File: src/rtl/cache_control4way_if.sv
// CPU / physical-memory / datapath-control bundle for the 4-way cache controller.
// slave: seen from the controller; master: seen from the CPU plus datapath side.
interface cache_control4way_if;
  logic       mem_read;
  logic       mem_write;
  logic       mem_resp;
  logic       pmem_read;
  logic       pmem_write;
  logic       pmem_resp;
  logic [3:0] hit;
  logic [3:0] valid;
  logic [3:0] dirty;
  logic [1:0] lru;
  logic [3:0] data_writeline;
  logic [3:0] tag_write;
  logic [3:0] valid_write;
  logic [3:0] dirty_write;
  logic       valid_in;
  logic       dirty_in;
  logic       wb_sel;
  logic       update_lru;
  logic [2:0] adrmux_sel;
  logic [15:0] hit_count;
  logic [15:0] miss_count;

  modport slave (
    input  mem_read, mem_write, pmem_resp, hit, valid, dirty, lru,
    output mem_resp, pmem_read, pmem_write, data_writeline, tag_write,
           valid_write, dirty_write, valid_in, dirty_in, wb_sel,
           update_lru, adrmux_sel, hit_count, miss_count
  );

  modport master (
    output mem_read, mem_write, pmem_resp, hit, valid, dirty, lru,
    input  mem_resp, pmem_read, pmem_write, data_writeline, tag_write,
           valid_write, dirty_write, valid_in, dirty_in, wb_sel,
           update_lru, adrmux_sel, hit_count, miss_count
  );
endinterface

File: src/rtl/cache_control4way.sv
// 4-way set-associative cache controller: hit service, dirty writeback, line fill.
// Latency: hit completes same cycle; miss = optional WRITEBACK + FETCH, then hit in IDLE.
// Backpressure: CPU request held until mem_resp; pmem states wait on pmem_resp.
module cache_control4way (
  input  logic                  clk,
  input  logic                  rst,
  cache_control4way_if.slave    bus
);

  typedef enum logic [1:0] {
    IDLE      = 2'd0,
    WRITEBACK = 2'd1,
    FETCH     = 2'd2
  } state_t;

  state_t      state_q, state_d;
  logic [1:0]  victim_q, victim_d;
  logic [15:0] hit_cnt_q, hit_cnt_d;
  logic [15:0] miss_cnt_q, miss_cnt_d;

  logic [1:0]  hit_way;
  logic [1:0]  inv_way;
  logic        any_inv;
  logic [1:0]  pick_way;
  logic        req;

  assign req = bus.mem_read | bus.mem_write;

  // Lowest-index set hit bit and lowest-index invalid way (scan high to low so low wins).
  always_comb begin
    hit_way = 2'd0;
    inv_way = 2'd0;
    any_inv = 1'b0;
    for (int i = 3; i >= 0; i--) begin
      if (bus.hit[i]) hit_way = 2'(i);
      if (!bus.valid[i]) begin
        inv_way = 2'(i);
        any_inv = 1'b1;
      end
    end
    pick_way = any_inv ? inv_way : bus.lru;
  end

  // Next state, victim capture, counters and all combinational outputs; rst forces everything low.
  always_comb begin
    state_d            = state_q;
    victim_d           = victim_q;
    hit_cnt_d          = hit_cnt_q;
    miss_cnt_d         = miss_cnt_q;
    bus.mem_resp       = 1'b0;
    bus.pmem_read      = 1'b0;
    bus.pmem_write     = 1'b0;
    bus.data_writeline = 4'b0000;
    bus.tag_write      = 4'b0000;
    bus.valid_write    = 4'b0000;
    bus.dirty_write    = 4'b0000;
    bus.valid_in       = 1'b0;
    bus.dirty_in       = 1'b0;
    bus.wb_sel         = 1'b0;
    bus.update_lru     = 1'b0;
    bus.adrmux_sel     = 3'd0;
    if (!rst) begin
      case (state_q)
        IDLE: begin
          // pmem_resp deliberately ignored here.
          if (req) begin
            if (|bus.hit) begin
              bus.mem_resp   = 1'b1;
              bus.update_lru = 1'b1;
              // Read+write together is serviced as a write.
              if (bus.mem_write) begin
                bus.data_writeline = 4'b0001 << hit_way;
                bus.dirty_write    = 4'b0001 << hit_way;
                bus.dirty_in       = 1'b1;
                bus.wb_sel         = 1'b1;
              end
              hit_cnt_d = (hit_cnt_q == 16'hFFFF) ? hit_cnt_q : hit_cnt_q + 16'd1;
            end else begin
              victim_d   = pick_way;
              state_d    = (bus.valid[pick_way] & bus.dirty[pick_way]) ? WRITEBACK : FETCH;
              miss_cnt_d = (miss_cnt_q == 16'hFFFF) ? miss_cnt_q : miss_cnt_q + 16'd1;
            end
          end
        end
        WRITEBACK: begin
          bus.pmem_write = 1'b1;
          bus.adrmux_sel = {1'b0, victim_q} + 3'd1;
          if (bus.pmem_resp) state_d = FETCH;
        end
        FETCH: begin
          bus.pmem_read = 1'b1;
          if (bus.pmem_resp) begin
            bus.data_writeline = 4'b0001 << victim_q;
            bus.tag_write      = 4'b0001 << victim_q;
            bus.valid_write    = 4'b0001 << victim_q;
            bus.dirty_write    = 4'b0001 << victim_q;
            bus.valid_in       = 1'b1;
            bus.dirty_in       = 1'b0;
            bus.wb_sel         = 1'b0;
            // Request (if still held) is re-evaluated as a hit next cycle.
            state_d            = IDLE;
          end
        end
        default: state_d = IDLE;
      endcase
    end
  end

  // State, victim and counter registers with asynchronous reset.
  always_ff @(posedge clk or posedge rst) begin
    if (rst) begin
      state_q    <= IDLE;
      victim_q   <= 2'd0;
      hit_cnt_q  <= 16'd0;
      miss_cnt_q <= 16'd0;
    end else begin
      state_q    <= state_d;
      victim_q   <= victim_d;
      hit_cnt_q  <= hit_cnt_d;
      miss_cnt_q <= miss_cnt_d;
    end
  end

  assign bus.hit_count  = hit_cnt_q;
  assign bus.miss_count = miss_cnt_q;

endmodule

File: src/flat_wrapper.sv
// flat-port wrapper written by rule: the top's interface ports become plain ports
module cache_control4way_flat 
  (clk, rst, bus_mem_read, bus_mem_write, bus_pmem_resp, bus_hit, bus_valid, bus_dirty, bus_lru, bus_mem_resp, bus_pmem_read, bus_pmem_write, bus_data_writeline, bus_tag_write, bus_valid_write, bus_dirty_write, bus_valid_in, bus_dirty_in, bus_wb_sel, bus_update_lru, bus_adrmux_sel, bus_hit_count, bus_miss_count);
  cache_control4way_if bus_i ();
  input  logic clk;
  input  logic rst;
  input wire logic [$bits(bus_i.mem_read)-1:0] bus_mem_read;
  input wire logic [$bits(bus_i.mem_write)-1:0] bus_mem_write;
  input wire logic [$bits(bus_i.pmem_resp)-1:0] bus_pmem_resp;
  input wire logic [$bits(bus_i.hit)-1:0] bus_hit;
  input wire logic [$bits(bus_i.valid)-1:0] bus_valid;
  input wire logic [$bits(bus_i.dirty)-1:0] bus_dirty;
  input wire logic [$bits(bus_i.lru)-1:0] bus_lru;
  output wire logic [$bits(bus_i.mem_resp)-1:0] bus_mem_resp;
  output wire logic [$bits(bus_i.pmem_read)-1:0] bus_pmem_read;
  output wire logic [$bits(bus_i.pmem_write)-1:0] bus_pmem_write;
  output wire logic [$bits(bus_i.data_writeline)-1:0] bus_data_writeline;
  output wire logic [$bits(bus_i.tag_write)-1:0] bus_tag_write;
  output wire logic [$bits(bus_i.valid_write)-1:0] bus_valid_write;
  output wire logic [$bits(bus_i.dirty_write)-1:0] bus_dirty_write;
  output wire logic [$bits(bus_i.valid_in)-1:0] bus_valid_in;
  output wire logic [$bits(bus_i.dirty_in)-1:0] bus_dirty_in;
  output wire logic [$bits(bus_i.wb_sel)-1:0] bus_wb_sel;
  output wire logic [$bits(bus_i.update_lru)-1:0] bus_update_lru;
  output wire logic [$bits(bus_i.adrmux_sel)-1:0] bus_adrmux_sel;
  output wire logic [$bits(bus_i.hit_count)-1:0] bus_hit_count;
  output wire logic [$bits(bus_i.miss_count)-1:0] bus_miss_count;
  assign bus_i.mem_read = bus_mem_read;
  assign bus_i.mem_write = bus_mem_write;
  assign bus_i.pmem_resp = bus_pmem_resp;
  assign bus_i.hit = bus_hit;
  assign bus_i.valid = bus_valid;
  assign bus_i.dirty = bus_dirty;
  assign bus_i.lru = bus_lru;
  assign bus_mem_resp = bus_i.mem_resp;
  assign bus_pmem_read = bus_i.pmem_read;
  assign bus_pmem_write = bus_i.pmem_write;
  assign bus_data_writeline = bus_i.data_writeline;
  assign bus_tag_write = bus_i.tag_write;
  assign bus_valid_write = bus_i.valid_write;
  assign bus_dirty_write = bus_i.dirty_write;
  assign bus_valid_in = bus_i.valid_in;
  assign bus_dirty_in = bus_i.dirty_in;
  assign bus_wb_sel = bus_i.wb_sel;
  assign bus_update_lru = bus_i.update_lru;
  assign bus_adrmux_sel = bus_i.adrmux_sel;
  assign bus_hit_count = bus_i.hit_count;
  assign bus_miss_count = bus_i.miss_count;
  cache_control4way u_core (.clk(clk), .rst(rst), .bus(bus_i));
endmodule
File: config.mk
export PLATFORM = sky130hd
export DESIGN_NAME = cache_control4way_flat
export DESIGN_NICKNAME = d
export VERILOG_FILES = /design/src/rtl/cache_control4way_if.sv /design/src/rtl/cache_control4way.sv /design/src/flat_wrapper.sv
export SDC_FILE = /design/constraint.sdc
export NUM_CORES = 1
export LEC_CHECK = 0
export CAP_MARGIN = 5
export CORE_MARGIN = 2
export CORE_UTILIZATION = 45
export DETAILED_ROUTE_END_ITERATION = 10
export PLACE_DENSITY = 0.78
export SLEW_MARGIN = 20
export SYNTH_ARGS = -nofsm -noshare
export SYNTH_HDL_FRONTEND = slang
export SYNTH_SLANG_ARGS = --single-unit
File: constraint.sdc
create_clock -name clk -period 2.15 [get_ports clk]
set_clock_uncertainty 0.05 [all_clocks]
set_input_delay 0.215 -clock clk [delete_from_list [all_inputs] [get_ports clk]]
set_output_delay 0.215 -clock clk [all_outputs]
set_load 0.01 [all_outputs]
==> flow_metrics.tcl <==
set metrics [dict create \
    drt_pre_antenna_iters 4 \
    cts.htree.levels 2 \
    ys_seq_area_frac 0.430 \
    die_h_um 72.2 \
    synth_xor_area_frac 0.121 \
    crit_path_max_fanout 2 \
    initial_antenna_violation_count 0 \
    worstRegToRegCells 7 \
    clock_tree.root_cell "clkbuf_8" \
    synth_area_sq_mm 0.00209 \
    netlist_top_cells_area "dfrtp_1 43%, xnor2_1 7.1%, xor2_1 5.0%" \
    via_count_of_the_first_global_routing_pass 1740 \
    end_kind "primary output" \
    highest-signal-layer "met4" \
    grt_overflow_total 0 \
    placement.io_buffers 76 \
    path_clk_slew_ns 0.07 \
    dpl_worst_slack_ns -0.116 \
    cpPeakStageDelay_ns 0.57 \
    synthAdderAreaFrac 0.0359 \
    reg2reg_from "u_core.state_q[1]$_DFFE_PP0P_" \
    synth_cells 218 \
    worstSetupPathType "flop to primary output" \
    top_level_port_count 77 \
    hold_viol 0 \
    viasPerCell 5.28 \
    dr_wl_met2_um 2300 \
    maxClockFrequency_mhz 487 \
    rr_endpoint "u_core.bus.miss_count[4]$_DFFE_PP0P_" \
    drt-initial-drc-count 92 \
    finalWeightedCongestion 0.906 \
    drc 0 \
    fin_total_pwr_w 0.00227 \
    ys.flop_type "dfrtp_1" \
    cts.sinks 36 \
    timing.slew.headroom 0.676 \
    synth_top_cell_area_share 0.430 \
    detailedPlacementHpwl_um 3780 \
    grt_start_max_net_pins 33 \
    setup-violations-final 0 \
    synth-edff-count 0 \
    period_needed_ns 2.05 \
    wirelength_met1_um 2200 \
    ant_nets 0 \
    num-fill-cells 342 \
    grt_pass1_wl_um 8000 \
    route.final.wire_length_um 4920 \
    synth_mux_area_frac 0.0257 \
    synth.distinct_cells 41 \
    critical_path_arrival_ns 1.79 \
    synth.ff_latch_count 36 \
    drive_gt1_frac 0.127 \
    cpMaxStageDelayCell "clkdlybuf4s50_1" \
    syn_nets 243 \
    startpoint_type "flop" \
    synth_compound_gate_area_share 0.0604 \
    netlist.top_cell.by_area "dfrtp_1" \
    synth.most_common_cell "dfrtp_1" \
    n_diodes 0 \
    powerDensity_mw_per_mm2 732 \
    hold_class "input port to asynchronous set/reset pin" \
    post-cts-setup-buffer-count 0 \
    timing_worst_slew_pin_value_ns 0.482 \
    slew_violations 0 \
    cts_inserted_buffers 5 \
    die_area_sq_mm 0.00521 \
    fp.coreArea_sq_mm 0.00441 \
    floorplan.initialDensity 0.474 \
    final_net_count 332 \
    critical_path.cell_chain "nor2_1 > nand2_1 > buf_4 > nor3_2 > clkdlybuf4s50_1" \
    synthSimpleGateAreaFrac 0.259 \
    routedWlPerCell_um 13.7 \
    die_width_um 72.2 \
    max_capacitance_violation_count 0 \
    postSynthAreaPerCell_sq_um 9.60 \
    tritoncts "built" \
    clk_path_buf_depth 2 \
    fin_ws_ns 0.0965 \
    max-vdd-ir-drop_v 0.000465 \
    track_usage 0.193 \
    timing.reg2reg.setup_slack_ns 0.18 \
    min_period_over_period 0.955 \
    critPathRequiredTime_ns 1.88 \
    wl_met3_um 357 \
    yosys_warnings 0 \
    skew_pair_late_insertion_delay_ns 0.29 \
    num_rows 24 \
    area.growth.synth_to_final_pct 47.9 \
    power_leakage_nw 1.50 \
    dr_total_vias 1902 \
    synthArstFlopShare 1.00 \
    outcome "complete, no violations" \
    largest_family_of_logic_cells_by_synthesized_area "simple AND/OR/NAND/NOR gates" \
    synth_top_cells_by_count "36 x dfrtp_1, 18 x nand3_1, 17 x xnor2_1" \
]
==> power breakdown <==
group          leakage, nW  internal (W)  switching (W)  total, W
clock               0.0445      0.000260       0.000240  0.000500
sequential           0.479      0.000784       0.000124  0.000908
combinational        0.980      0.000465       0.000393  0.000858
==> through the flow <==
| stage | cell area, sq um | cells | setup TNS (ns) | util | hold slack (ns) |
|---|---|---|---|---|---|
| after floorplan | 2090 | 218 | 0 | - | 0.359 |
| after global placement | 2980 | 352 | -0.354 | 0.676 | 0.427 |
| after detailed placement | 2980 | 352 | -1.18 | 0.676 | 0.437 |
| after CTS | 3070 | 360 | 0 | 0.696 | 0.452 |
| after global routing | 3100 | 360 | -0.00951 | 0.701 | 0.147 |
| final | 3100 | 360 | 0 | 0.701 | 0.127 |
==> repair_timing <==
| item | 4_1_cts | 5_1_grt |
|---|---|---|
| endpoints found under the setup margin | 18 | 6 |
| resized for setup | 19 | 8 |
| hold buffers | 0 | 0 |
==> how the worst max path moves through the flow <==
stage	startpoint	endpoint	slack (ns)
after global placement	bus_hit[0]	bus_data_writeline[2]	-0.06
after detailed placement	bus_hit[0]	bus_dirty_write[2]	-0.12
final	u_core.state_q[0]$_DFFE_PP0P_	bus_wb_sel	0.1
after floorplan	u_core.state_q[1]$_DFFE_PP0P_	bus_dirty_write[3]	0.31
after CTS	u_core.victim_q[0]$_DFFE_PP0P_	bus_dirty_write[0]	0.03
after global routing	u_core.state_q[1]$_DFFE_PP0P_	bus_adrmux_sel[0]	-0.005
==> critical path, delay by kind of cell, from the launching register on <==
kind | cells | cell delay, ns
DFF | 1 | 0.40
and+or+nand+nor | 3 | 0.39
buffers and inverters | 2 | 0.72
==> cell usage in the layout, fill, tap and decap left out, drive strengths merged, types with 3 or more instances in the layout <==
cell type	instances
and2	8
and3	6
buf	20
clkbuf	7
clkdlybuf4s50	54
dfrtp	36
dlygate4sd2	16
dlymetal6s2s	6
ha	6
inv	11
mux2	3
nand2	15
nand3	18
nand4	9
nor2	13
nor3	16
o21ai	4
xnor2	17
xor2	12
==> kinds of logic after synthesis <==
family | count (synthesis)
buffers and inverters | 25
adders and majority gates | 6
AOI/OAI and AO/OA | 18
muxes | 5
xor gates and xnor gates | 29
and+or+nand+nor | 99
DFF | 36
==> metal layers <==
metal,track usage,up-vias
li1,-,928
met1,0.263,893
met2,0.311,76
met3,0.0375,5
met4,0.0650,0
met5,0,-
==> area by class of cell <==
class                      instances  area, sq um  share of cell area
sequential                        36          901               0.291
timing repair buffer              96          922               0.298
clock inverter                     1         7.51             0.00243
clock buffer                       7         86.3              0.0279
inverter                          11         41.3              0.0133
tap                               52         65.1              0.0210
multi-input combinational        157         1070               0.346
==> flip-flops by register name (all words and copies together) (netlist names) <==
signal	cells
u_core.bus.hit_count	16
u_core.bus.miss_count	16
u_core.victim_q	2
u_core.state_q	2
No activity file was read; power rests on OpenSTA's default activity.
